===== src/rtl/hazard_pkg.sv =====
// Shared encodings for the hazard/stall controller of the 5-stage RV32 core.
package hazard_pkg;

  // ResultSrcE value that marks the E-stage instruction as a load.
  localparam logic [1:0] RESULT_SRC_MEM = 2'b01;

  // E-stage operand forwarding selects.
  localparam logic [1:0] FWD_RF = 2'b00;  // register file value
  localparam logic [1:0] FWD_W  = 2'b01;  // W-stage result
  localparam logic [1:0] FWD_M  = 2'b10;  // M-stage ALU result

  // Data-memory wait sequencer states.
  typedef enum logic [1:0] {
    RUN  = 2'd0,
    WAIT = 2'd1,
    ERR  = 2'd2
  } hz_state_t;

endpackage


===== src/rtl/hazard_ctrl_fwd_sel.sv =====
// Forwarding comparator for one E-stage source operand.
// The M stage holds the younger result, so it wins over W. x0 never forwards.
module fwd_sel
  import hazard_pkg::*;
#(
  parameter int REG_AW = 5
) (
  input  logic [REG_AW-1:0] i_rs,
  input  logic [REG_AW-1:0] i_rd_m,
  input  logic [REG_AW-1:0] i_rd_w,
  input  logic              i_we_m,
  input  logic              i_we_w,
  output logic [1:0]        o_fwd
);

  logic w_hit_m;
  logic w_hit_w;

  assign w_hit_m = i_we_m && (i_rd_m != '0) && (i_rd_m == i_rs);
  assign w_hit_w = i_we_w && (i_rd_w != '0) && (i_rd_w == i_rs);

  // Pick the youngest matching producer.
  always_comb begin
    o_fwd = FWD_RF;
    if (w_hit_m) begin
      o_fwd = FWD_M;
    end else if (w_hit_w) begin
      o_fwd = FWD_W;
    end
  end

endmodule


===== src/rtl/hazard_ctrl.sv =====
// Pipeline hazard and stall controller: load-use/branch/memory-wait stall and
// flush enables, E-stage forwarding selects, a memory wait FSM with timeout
// trap, and saturating stall/flush performance counters.
//
// Memory handshake: MemReqM is a level held while a load/store sits in M;
// mem_ready is a completion strobe meaning the access finishes this cycle.
// A stall is raised only while MemReqM=1 and mem_ready=0, so a same-cycle
// completion costs no extra cycle.
module hazard_ctrl
  import hazard_pkg::*;
#(
  parameter int REG_AW  = 5,
  parameter int TIMEOUT = 64,
  parameter int CNT_W   = 32
) (
  input  logic              clk,
  input  logic              rst_n,
  input  logic [REG_AW-1:0] Rs1D,
  input  logic [REG_AW-1:0] Rs2D,
  input  logic [REG_AW-1:0] Rs1E,
  input  logic [REG_AW-1:0] Rs2E,
  input  logic [REG_AW-1:0] RdE,
  input  logic [REG_AW-1:0] RdM,
  input  logic [REG_AW-1:0] RdW,
  input  logic              RegWriteE,
  input  logic              RegWriteM,
  input  logic              RegWriteW,
  input  logic [1:0]        ResultSrcE,
  input  logic              PCSrcE,
  input  logic              MemReqM,
  input  logic              mem_ready,
  output logic              StallF,
  output logic              StallD,
  output logic              StallE,
  output logic              StallM,
  output logic              FlushD,
  output logic              FlushE,
  output logic              FlushW,
  output logic [1:0]        ForwardAE,
  output logic [1:0]        ForwardBE,
  output logic              mem_err,
  output logic [CNT_W-1:0]  stall_cycles,
  output logic [CNT_W-1:0]  flush_events,
  output hz_state_t         o_dbg_state
);

  // Wait counter is wide enough to hold TIMEOUT-1.
  localparam int WCNT_W = $clog2(TIMEOUT) + 1;
  localparam logic [WCNT_W-1:0] WAIT_LAST = WCNT_W'(TIMEOUT - 1);

  hz_state_t         r_state;
  hz_state_t         w_state_next;
  logic [WCNT_W-1:0] r_wait_cnt;
  logic              r_mem_err;
  logic [CNT_W-1:0]  r_stall_cycles;
  logic [CNT_W-1:0]  r_flush_events;

  logic              w_mem_stall;
  logic              w_load_use;
  logic              w_any_stall;
  logic              w_any_flush;
  logic [1:0]        w_fwd_a;
  logic [1:0]        w_fwd_b;

  assign w_mem_stall = MemReqM && !mem_ready;

  // A load in E whose destination feeds the D instruction needs one bubble.
  assign w_load_use = RegWriteE && (ResultSrcE == RESULT_SRC_MEM) &&
                      (RdE != '0) && ((RdE == Rs1D) || (RdE == Rs2D));

  fwd_sel #(.REG_AW(REG_AW)) u_fwd_a (
    .i_rs   (Rs1E),
    .i_rd_m (RdM),
    .i_rd_w (RdW),
    .i_we_m (RegWriteM),
    .i_we_w (RegWriteW),
    .o_fwd  (w_fwd_a)
  );

  fwd_sel #(.REG_AW(REG_AW)) u_fwd_b (
    .i_rs   (Rs2E),
    .i_rd_m (RdM),
    .i_rd_w (RdW),
    .i_we_m (RegWriteM),
    .i_we_w (RegWriteW),
    .o_fwd  (w_fwd_b)
  );

  // FSM state register.
  always_ff @(posedge clk or negedge rst_n) begin
    if (!rst_n) begin
      r_state <= RUN;
    end else begin
      r_state <= w_state_next;
    end
  end

  // FSM next state: enter WAIT on an unfinished access, trap if it never ends.
  always_comb begin
    w_state_next = r_state;
    case (r_state)
      RUN: begin
        if (w_mem_stall) begin
          w_state_next = WAIT;
        end
      end
      WAIT: begin
        if (mem_ready) begin
          w_state_next = RUN;
        end else if (r_wait_cnt == WAIT_LAST) begin
          w_state_next = ERR;
        end
      end
      ERR: begin
        w_state_next = ERR;
      end
      default: begin
        w_state_next = RUN;
      end
    endcase
  end

  // Wait counter: counts WAIT cycles, zero everywhere else.
  always_ff @(posedge clk or negedge rst_n) begin
    if (!rst_n) begin
      r_wait_cnt <= '0;
    end else if ((r_state == WAIT) && (w_state_next == WAIT)) begin
      r_wait_cnt <= r_wait_cnt + 1'b1;
    end else begin
      r_wait_cnt <= '0;
    end
  end

  // Sticky timeout error, only cleared by reset.
  always_ff @(posedge clk or negedge rst_n) begin
    if (!rst_n) begin
      r_mem_err <= 1'b0;
    end else if (w_state_next == ERR) begin
      r_mem_err <= 1'b1;
    end
  end

  // Stall/flush enables in priority order: reset, trap, memory wait, branch,
  // load-use. Branch beats load-use because the D instruction is wrong-path.
  // During a memory wait PCSrcE is simply ignored; E is frozen, so the branch
  // is still presented and taken on the release cycle.
  always_comb begin
    StallF = 1'b0;
    StallD = 1'b0;
    StallE = 1'b0;
    StallM = 1'b0;
    FlushD = 1'b0;
    FlushE = 1'b0;
    FlushW = 1'b0;
    if (!rst_n) begin
      FlushD = 1'b1;
      FlushE = 1'b1;
      FlushW = 1'b1;
    end else if ((r_state == ERR) || w_mem_stall) begin
      StallF = 1'b1;
      StallD = 1'b1;
      StallE = 1'b1;
      StallM = 1'b1;
      FlushW = 1'b1;
    end else if (PCSrcE) begin
      FlushD = 1'b1;
      FlushE = 1'b1;
    end else if (w_load_use) begin
      StallF = 1'b1;
      StallD = 1'b1;
      FlushE = 1'b1;
    end
  end

  // Forwarding selects are forced to the register file while in reset.
  always_comb begin
    ForwardAE = FWD_RF;
    ForwardBE = FWD_RF;
    if (rst_n) begin
      ForwardAE = w_fwd_a;
      ForwardBE = w_fwd_b;
    end
  end

  assign w_any_stall = StallF | StallD | StallE | StallM;
  assign w_any_flush = FlushD | FlushE;

  // Saturating performance counters.
  always_ff @(posedge clk or negedge rst_n) begin
    if (!rst_n) begin
      r_stall_cycles <= '0;
      r_flush_events <= '0;
    end else begin
      if (w_any_stall && (r_stall_cycles != '1)) begin
        r_stall_cycles <= r_stall_cycles + 1'b1;
      end
      if (w_any_flush && (r_flush_events != '1)) begin
        r_flush_events <= r_flush_events + 1'b1;
      end
    end
  end

  assign mem_err      = r_mem_err;
  assign stall_cycles = r_stall_cycles;
  assign flush_events = r_flush_events;
  assign o_dbg_state  = r_state;

endmodule


===== config.mk =====
export PLATFORM = sky130hd
export DESIGN_NAME = hazard_ctrl
export DESIGN_NICKNAME = d
export VERILOG_FILES = /design/src/rtl/hazard_pkg.sv /design/src/rtl/hazard_ctrl_fwd_sel.sv /design/src/rtl/hazard_ctrl.sv
export SDC_FILE = /design/constraint.sdc
export NUM_CORES = 1
export LEC_CHECK = 0
export ABC_CLOCK_PERIOD_IN_PS = 2240
export CAP_MARGIN = 20
export CORE_MARGIN = 2
export CORE_UTILIZATION = 47
export DETAILED_ROUTE_END_ITERATION = 12
export GPL_TIMING_DRIVEN = 0
export PLACE_DENSITY = 0.81
export SYNTH_ARGS = -nofsm -noshare
export SYNTH_HDL_FRONTEND = slang
export SYNTH_SLANG_ARGS = --single-unit
export TNS_END_PERCENT = 100

===== constraint.sdc =====
create_clock -name clk -period 2.24 [get_ports clk]
set_input_delay 0.56 -clock clk [delete_from_list [all_inputs] [get_ports clk]]
set_output_delay 0.56 -clock clk [all_outputs]
set_load 0.005 [all_outputs]

==> results of run 1 <==
power by group through the flow:
stage | Combinational [W] | Clock [W] | Sequential (W)
6_report | 0.000830 | 0.00128 | 0.00167
3_5_place_dp | 0.000763 | 0 | 0.00169
4_1_cts | 0.000827 | 0.00131 | 0.00166
3_3_place_gp | 0.000737 | 0 | 0.00168
2_1_floorplan | 0.000294 | 0 | 0.00166
5_1_grt | 0.000914 | 0.00137 | 0.00169
how the worst max path moves through the flow:
| stage | endpoint | slack [ps] | cells past startpoint |
|---|---|---|---|
| 2_1_floorplan | ForwardAE[0] | 20 | 4 |
| 3_3_place_gp | ForwardBE[0] | -3630 | 5 |
| 3_5_place_dp | ForwardAE[0] | -1170 | 6 |
| 4_1_cts | ForwardBE[0] | -190 | 7 |
| 5_1_grt | ForwardBE[0] | -240 | 7 |
| 6_report | ForwardBE[0] | -190 | 7 |
placed cells by master, fill, tap and decap left out, types with 3 or more instances in the layout:
master and count:
buf_4 23, clkdlybuf4s50_1 68, nand4_4 3, nor2_2 3, and4_1 5, dfrtp_1 72
buf_6 5, and3_1 9, bufbuf_16 4, xnor2_1 50, ha_1 3, nand4_1 16
xnor2_2 4, buf_2 18, nor4_1 4, and2_1 3, clkbuf_8 11, nand2_1 32
or4_4 5, nor4_2 3, nor3_4 4, clkdlybuf4s15_1 5, nor3_1 12, clkbuf_2 3
nor2_1 24, inv_1 10, xor2_1 42, nand2b_4 3, nor3_2 9, nand3_1 35
bufinv_16 3, dlygate4sd2_1 18
logic make-up after synthesis:
group / Yosys count / share of synthesized area
adders and majority gates: 3 / 0.00934
and+or+nand+nor: 182 / 0.269
AOI/OAI and AO/OA: 11 / 0.0283
DFF: 74 / 0.460
buffers and inverters: 17 / 0.0224
xor gates and xnor gates: 96 / 0.211
sequential cells by signal (all words and copies together), names as in the netlist:
register and count:
flush_events 32, r_wait_cnt 7, stall_cycles 32, o_dbg_state 2, mem_err 1
final cells by class:
class | instances | area (sq um) | share of cell area
Timing Repair Buffer | 148 | 1450 | 0.240
Inverter | 11 | 41.3 | 0.00686
Clock inverter | 4 | 97.6 | 0.0162
Tap cell | 105 | 131 | 0.0218
Multi-Input combinational cell | 292 | 2250 | 0.374
Buffer | 5 | 46.3 | 0.00769
Clock buffer | 12 | 155 | 0.0258
Sequential cell | 74 | 1850 | 0.308
metrics by stage:
stage	utilization	instances	power [W]	TNS (ps)
2_1_floorplan	-	383	0.00196	0
3_3_place_gp	0.651	610	0.00241	-368710
3_5_place_dp	0.653	611	0.00245	-31560
4_1_cts	0.722	648	0.00380	-507
5_1_grt	0.729	651	0.00398	-683
6_report	0.729	651	0.00378	-521
layer usage:
metal | share of wire | vias up | wire length (microns) | track usage
li1 | - | 1647 | - | -
met5 | 0 | - | 0 | 0
met2 | 0.53 | 109 | 5860 | 0.450
met4 | 0.019 | 0 | 208 | 0.0845
met1 | 0.40 | 1701 | 4500 | 0.296
met3 | 0.051 | 17 | 566 | 0.0597
repair_timing:
item                       CTS  global route
setup buffers               17             5
hold buffers                 0             0
resized for setup          169            32
setup endpoints to repair   49            32
pin swaps                   31            13
gates cloned                 4             0
==> key figures, run 1 <==
Die
  – Die X: 96.5 microns
  – I/O pin total: 123
  – Starting Density: 0.487
  – Die ar.: 9310 sq um
  – Core ar.: 8260 sq um
  – Die height: 96.5 microns
  – Num rows: 33

Layout
  – Ant diodes: 0
  – Final net count: 589
  – Post-Layout Inst Area: 6020 sq um
  – Ratio of cells with drive above 1 in the final layout: 0.240
  – Fill cells: 609
  – Area grow syn2layout: 49.8%

Detailed routing
  – Drt wl/cell: 17.1 microns
  – Routed Antenna Nets: 0
  – First-iteration detailed-routing DRC count: 121
  – TritonRoute pass-1 iters: 4
  – Vias: 3474
  – WL final: 11100 microns
  – # DRC: 0
  – Via density: 5.34

STA
  – Final worst-path cycle share: 1.08
  – Max-slew violation count: 0
  – Final min period: 2430 ps
  – Max transition margin: 0.650
  – Least-Margin Pin Slew: 523 ps
  – Final Hold Fails: 0
  – Setup ws final: -190 ps
  – RSZ-0062 raised after global routing: true
  – Final Skew: 13.3 ps
  – # setup viols final: 4
  – Fmax: 412 MHz
  – Hold WS: 143 ps

Critical path
  – CP max-delay cell: or4_4
  – Crit-path max cell delay: 550 ps
  – End of the worst register-to-register path: stall_cycles[8]
  – Worst R2R Setup Slack: 110 ps
  – Critical path type: in -> out
  – RR Startpoint: stall_cycles[0]
  – Worst setup SP type: input port
  – Worst Setup End Kind: primary output
  – Critical Path AT: 1870 ps
  – Critical path launch point: RdM[4]
  – CP bufs+invs: 3
  – CP cell instances: buf_8 -> or4_4 -> o21ai_4 -> nor4_2 -> buf_4 -> nor4_4 -> buf_2
  – Critical Path RT: 1680 ps
  – Delay-heaviest family, CP: simple AND/OR/NAND/NOR gates
  – Max FO, Critical Path: 2
  – Reg2reg path depth: 7

Synthesis
  – Count leader, synth: dfrtp_1
  – Post-synthesis cell type with the largest combined area: dfrtp_1
  – Post-synth EDFFs: 0
  – Synth cell types: 43
  – Asr flop ratio synth: 1.00
  – Mean Syn Cell Area: 10.5 sq um
  – Mapped Cells: 383
  – Top area cells in the synthesized netlist: dfrtp_1 (46%), xnor2_1 (12%), xor2_1 (9.1%), nand3_1 (4.5%), nand2_1 (3.0%)
  – Yosys warns: 0
  – Net Count, Synth: 431
  – Commonest cells in the netlist: dfrtp_1 (74), xnor2_1 (53), xor2_1 (42)
  – Post-synthesis sequential area ratio: 0.460
  – Cell Area, Synth: 4020 sq um
  – Top cell type's share of synthesized area: 0.460
  – Main flop type after synthesis: dfrtp_1
  – Seq cells post-synth: 74

Global routing
  – Global-route wire length before repair: 17900 microns
  – Total grt overflow: 0
  – Vias in the first global route: 3658
  – Largest net degree at the start of global routing: 21
  – Antenna violations before repair: 0
  – GR Util All Layers: 0.251

Status
  – Status: finished with violations
  – Violated checks: setup timing

Placed design
  – Port Buf Inserts: 122
  – Post-Place Cell Area: 5390 sq um
  – Pre-CTS setup slack: -1170 ps
  – Placed wire-length estimate: 7350 microns
  – Gp weighted congestion: 0.836

Power and ir drop
  – VDD IR-drop max: 0.000567 V
  – Internal: 0.00277 W
  – Flop pwr share: 0.441
  – Sw frac: 0.268
  – Clock power frac: 0.339
  – Combinational power share: 0.220
  – Leakage power: 2.67 nW
  – Pwr/cell area: 628 nW/um^2
  – P_sw: 0.00101 W

CTS
  – Root buffer cell: clkbuf_8
  – CTS Buffer Depth: 2
  – Clock transition at path regs: 80 ps
  – CTS tree: built
  – Skew-Pair Late Insertion Delay: 350 ps
  – H-tree depth: 3
  – CTS buffer count: 9
  – Clock Sinks: 74

Worst hold path
  – Hold crit path type: in -> async

Job
  – MaxCap Viol Count: 0
No activity file was read; power rests on OpenSTA's default activity.
==> inputs of run 2 (changes only) <==
--- a/config.mk
+++ b/config.mk
@@ -7,11 +7,13 @@
 export LEC_CHECK = 0
 export ABC_CLOCK_PERIOD_IN_PS = 2240
 export CAP_MARGIN = 20
+export CELL_PAD_IN_SITES_DETAIL_PLACEMENT = 1
+export CELL_PAD_IN_SITES_GLOBAL_PLACEMENT = 1
 export CORE_MARGIN = 2
-export CORE_UTILIZATION = 47
+export CORE_UTILIZATION = 36
 export DETAILED_ROUTE_END_ITERATION = 12
 export GPL_TIMING_DRIVEN = 0
-export PLACE_DENSITY = 0.81
+export PLACE_DENSITY = 0.82
 export SYNTH_ARGS = -nofsm -noshare
 export SYNTH_HDL_FRONTEND = slang
 export SYNTH_SLANG_ARGS = --single-unit
==> key figures, run 2 (synthesis gave the netlist of run 1 again) <==
Detailed routing
  – # DRC: 0
  – Routed Antenna Nets: 0
  – TritonRoute pass-1 iters: 4
  – WL final: 12700 microns
  – First-iteration detailed-routing DRC count: 103
  – Vias: 3530
  – Via density: 5.14
  – Drt wl/cell: 18.5 microns

STA
  – Final min period: 2480 ps
  – Final worst-path cycle share: 1.11
  – Setup ws final: -239 ps
  – Least-Margin Pin Slew: 433 ps
  – Max-slew violation count: 0
  – RSZ-0062 raised after global routing: true
  – Max transition margin: 0.704
  – Fmax: 403 MHz
  – Setup TNS: -660 ps
  – Final Hold Fails: 0
  – # setup viols final: 5
  – Final Skew: 8.48 ps

Die
  – Die height: 110 microns
  – Num rows: 38
  – I/O pin total: 123
  – Core ar.: 10900 sq um
  – Starting Density: 0.369
  – Die ar.: 12000 sq um
  – Die X: 110 microns

Critical path
  – Worst setup SP type: input port
  – CP bufs+invs: 2
  – Critical Path RT: 1680 ps
  – CP max-delay cell: or4_4
  – Crit-path max cell delay: 530 ps
  – Max FO, Critical Path: 2
  – Worst Setup End Kind: primary output
  – CP cell instances: clkdlybuf4s15_1 -> xor2_1 -> or4_4 -> nor4_4 -> buf_2
  – Delay-heaviest family, CP: simple AND/OR/NAND/NOR gates
  – Critical Path AT: 1920 ps
  – Critical path type: in -> out

CTS
  – Clock transition at path regs: 80 ps
  – Skew-Pair Late Insertion Delay: 340 ps
  – H-tree depth: 3
  – CTS Buffer Depth: 2
  – CTS buffer count: 9
  – CTS tree: built
  – Clock Sinks: 74
  – Root buffer cell: clkbuf_8

Layout
  – Fill cells: 1209
  – Most common cell after layout, fill and taps aside: dfrtp_1
  – Area grow syn2layout: 52.1%
  – Total area of sequential cells: 1860 sq um
  – Most frequent cells in the layout: dfrtp_1 (71), clkdlybuf4s50_1 (70), xnor2_1 (47)
  – Ant diodes: 0
  – Area of the multi-input gates: 2330 sq um
  – Final net count: 591
  – Post-Layout Inst Area: 6120 sq um
  – Ratio of cells with drive above 1 in the final layout: 0.260

Placed design
  – Pre-CTS setup slack: -1200 ps
  – Post-Place Cell Area: 5440 sq um
  – Port Buf Inserts: 122
  – Gp weighted congestion: 0.768
  – Placed wire-length estimate: 8540 microns

Global routing
  – Vias in the first global route: 3886
  – Global-route wire length before repair: 19900 microns
  – Total grt overflow: 0
  – GR Util All Layers: 0.215
  – Antenna violations before repair: 0
  – Largest net degree at the start of global routing: 23

Status
  – Violated checks: setup timing
  – Status: finished with violations

Worst hold path
  – Hold crit path type: in -> async

Power and ir drop
  – VDD IR-drop max: 0.000416 V
  – Pwr/cell area: 585 nW/um^2
  – Leakage power: 2.67 nW

Job
  – MaxCap Viol Count: 0
-- run 2: cell count changes in the layout (fill, tap and decap cells not counted), moves of 3 or more --
| cell | previous run | this run |
|---|---|---|
| dlygate4sd2_1 | 18 | 12 |
| xnor2_4 | 0 | 3 |
| buf_6 | 5 | 12 |
| xnor2_1 | 50 | 47 |
| clkdlybuf4s15_1 | 5 | 2 |
| nor3_1 | 12 | 15 |
-- run 2: layer usage --
metal	up-vias	GRT usage	share of wire
met5	-	0	0
met4	0	0.0769	0.023
met3	25	0.0314	0.032
met2	79	0.400	0.55
met1	1781	0.250	0.39
li1	1645	-	-
-- run 2: what timing repair did --
item	in CTS	in global routing
hold buffers	1	0
pin swaps	34	19
hold endpoints to repair	7	0
gates resized for setup	195	44
endpoints found under the setup margin	61	46
gates cloned	4	0
buffers inserted	13	8
-- run 2: cell type report --
cell class	count	share of cell area
multi-input combinational	292	0.380
clock buffer	12	0.0237
inverter	11	0.00675
buffer	6	0.00941
tap	140	0.0286
sequential	74	0.303
clock inverter	3	0.00654
timing repair buffer	149	0.242
-- run 2: per-stage QoR --
stage,hold WS [ps],power (W),utilization,instances
6_report,133,0.00358,0.562,687
3_3_place_gp,445,0.00242,0.498,645
2_1_floorplan,264,0.00196,-,383
4_1_cts,117,0.00357,0.544,679
3_5_place_dp,464,0.00247,0.499,646
5_1_grt,110,0.00377,0.562,687
-- run 2: final timing paths --
| path | start | endpoint | slack, ps | cells after the start |
|---|---|---|---|---|
| min | rst_n | flush_events[7] | 130 | 1 |
| max | Rs2E[4] | ForwardBE[0] | -240 | 5 |
| max in group asynchronous | rst_n | stall_cycles[14] | 1230 | 2 |
| min reg2reg | mem_err | mem_err | 490 | 1 |
| max reg2reg | stall_cycles[12] | stall_cycles[5] | 70 | 8 |
| min in group clk | mem_ready | o_dbg_state[0] | 420 | 2 |
-- run 2: power by group --
group          switching, W  internal [W]  total (W)
sequential         0.000203       0.00147    0.00167
clock              0.000500      0.000537    0.00104
combinational      0.000351      0.000520   0.000871
total               0.00105       0.00252    0.00358
==> inputs of run 3 (changes only) <==
--- a/config.mk
+++ b/config.mk
@@ -9,7 +9,7 @@
 export CAP_MARGIN = 20
 export CELL_PAD_IN_SITES_DETAIL_PLACEMENT = 1
 export CELL_PAD_IN_SITES_GLOBAL_PLACEMENT = 1
-export CORE_MARGIN = 2
+export CORE_MARGIN = 1.5
 export CORE_UTILIZATION = 36
 export DETAILED_ROUTE_END_ITERATION = 12
 export GPL_TIMING_DRIVEN = 0
==> key figures, run 3 (synthesis gave the netlist of run 1 again) <==
Status
  – Status: finished with violations
  – Violated checks: setup timing

STA
  – Final Skew: 5.36 ps
  – Setup ws final: -106 ps
  – Max-slew violation count: 0
  – Final worst-path cycle share: 1.05
  – Hold WS: 119 ps
  – Fmax: 426 MHz
  – # setup viols final: 4
  – RSZ-0062 raised after global routing: true
  – Final min period: 2350 ps
  – Max transition margin: 0.741
  – Final Hold Fails: 0
  – Least-Margin Pin Slew: 385 ps

Detailed routing
  – Vias: 3463
  – Via density: 5.09
  – TritonRoute pass-1 iters: 4
  – First-iteration detailed-routing DRC count: 96
  – # DRC: 0
  – Drt wl/cell: 17.2 microns
  – Routed Antenna Nets: 0
  – WL final: 11700 microns

Global routing
  – Antenna violations before repair: 0
  – Global-route wire length before repair: 19100 microns
  – GR Util All Layers: 0.209
  – Vias in the first global route: 3771
  – Total grt overflow: 0
  – Largest net degree at the start of global routing: 23

Power and ir drop
  – VDD IR-drop max: 0.000525 V
  – Leakage power: 2.63 nW
  – Pwr/cell area: 613 nW/um^2

Die
  – I/O pin total: 123
  – Die X: 109 microns
  – Num rows: 38
  – Die height: 109 microns
  – Core ar.: 10900 sq um
  – Starting Density: 0.369
  – Die ar.: 11800 sq um

Placed design
  – Placed wire-length estimate: 8370 microns
  – Gp weighted congestion: 0.765
  – Port Buf Inserts: 122
  – Post-Place Cell Area: 5440 sq um

Layout
  – Ratio of cells with drive above 1 in the final layout: 0.238
  – Most common cell after layout, fill and taps aside: dfrtp_1
  – Most frequent cells in the layout: dfrtp_1 (72), clkdlybuf4s50_1 (68), xnor2_1 (48)
  – Final net count: 584
  – Post-Layout Inst Area: 5970 sq um
  – Fill cells: 1217
  – Ant diodes: 0
  – Area grow syn2layout: 48.5%

CTS
  – CTS buffer count: 9
  – CTS Buffer Depth: 2
  – CTS tree: built
  – Root buffer cell: clkbuf_8
  – Clock transition at path regs: 80 ps
  – Skew-Pair Late Insertion Delay: 360 ps
  – H-tree depth: 3
  – Clock Sinks: 74

Critical path
  – End of the worst register-to-register path: stall_cycles[5]
  – Reg2reg path depth: 8
  – Critical Path RT: 1680 ps
  – Critical path launch point: RdW[4]
  – Worst setup SP type: input port
  – Max FO, Critical Path: 3
  – CP endpoint: ForwardBE[0]
  – Worst Setup End Kind: primary output
  – RR Startpoint: stall_cycles[11]
  – Critical path type: in -> out
  – Critical Path AT: 1790 ps
  – Worst R2R Setup Slack: 140 ps

Worst hold path
  – Hold crit path type: in -> async

Job
  – MaxCap Viol Count: 0
==> run 3: cell count changes in the layout (fill, tap and decap cells not counted), sizes merged <==
cell	before	now
clkdlybuf4s15	4	6
clkinvlp	0	1
buf	57	52
clkdlybuf4s50	70	68
dlymetal6s2s	0	1
dlygate4sd3	1	0
clkbuf	19	16
bufinv	1	2
==> run 3: worst max-delay path: stages <==
cell      delay, ps
buf_8            80
or4_1           100
o211ai_1        120
or4_4           510
nor4_2          270
buf_2           150
==> run 3: area by class of cell <==
cell class	instances	area [sq um]	share of cell area
well taps	140	175	0.0293
inverters	11	41.3	0.00691
repair buffers	143	1400	0.234
multi-input cells	292	2230	0.374
plain buffers	5	50.0	0.00838
clock buffers	11	141	0.0237
flip-flops and latches	74	1850	0.310
clock inverters	5	77.6	0.0130
==> run 3: worst min-delay path by stage <==
stage / cells after the start / end / slack (ps) / start
final: 1 / stall_cycles[1] / 120 / rst_n
after global routing: 1 / stall_cycles[1] / 100 / rst_n
after CTS: 1 / stall_cycles[1] / 100 / rst_n
after detailed placement: 1 / r_wait_cnt[0] / 450 / r_wait_cnt[0]
after global placement: 1 / r_wait_cnt[0] / 450 / r_wait_cnt[0]
after floorplan: 0 / flush_events[0] / 260 / rst_n
==> run 3: per-layer routing <==
metal / part of all wire / global-route usage
met1: 0.40 / 0.238
met4: 0.016 / 0.0761
met5: 0 / 0
met3: 0.031 / 0.0293
met2: 0.55 / 0.395
==> run 3: power breakdown <==
part           switching [W]  internal, W  total (W)
clock network       0.000515     0.000654    0.00117
registers           0.000198      0.00147    0.00166
logic               0.000328     0.000499   0.000827
==> run 3: metrics by stage <==
stage,std cells,utilization,setup TNS [ps],total power [W],setup WS (ps)
floorplan,383,-,0,0.00196,15.9
global placement,645,0.498,-377820,0.00242,-3730
detailed placement,646,0.499,-34220,0.00246,-1150
CTS,680,0.542,-300,0.00368,-125
global route,681,0.548,-421,0.00384,-161
finish,681,0.548,-249,0.00366,-106
==> run 3: repair_timing <==
item,CTS,global route
pin swaps,32,13
setup buffers,14,2
hold buffers,0,0
gates resized for setup,194,22
endpoints found under the setup margin,48,43
cloned,4,0
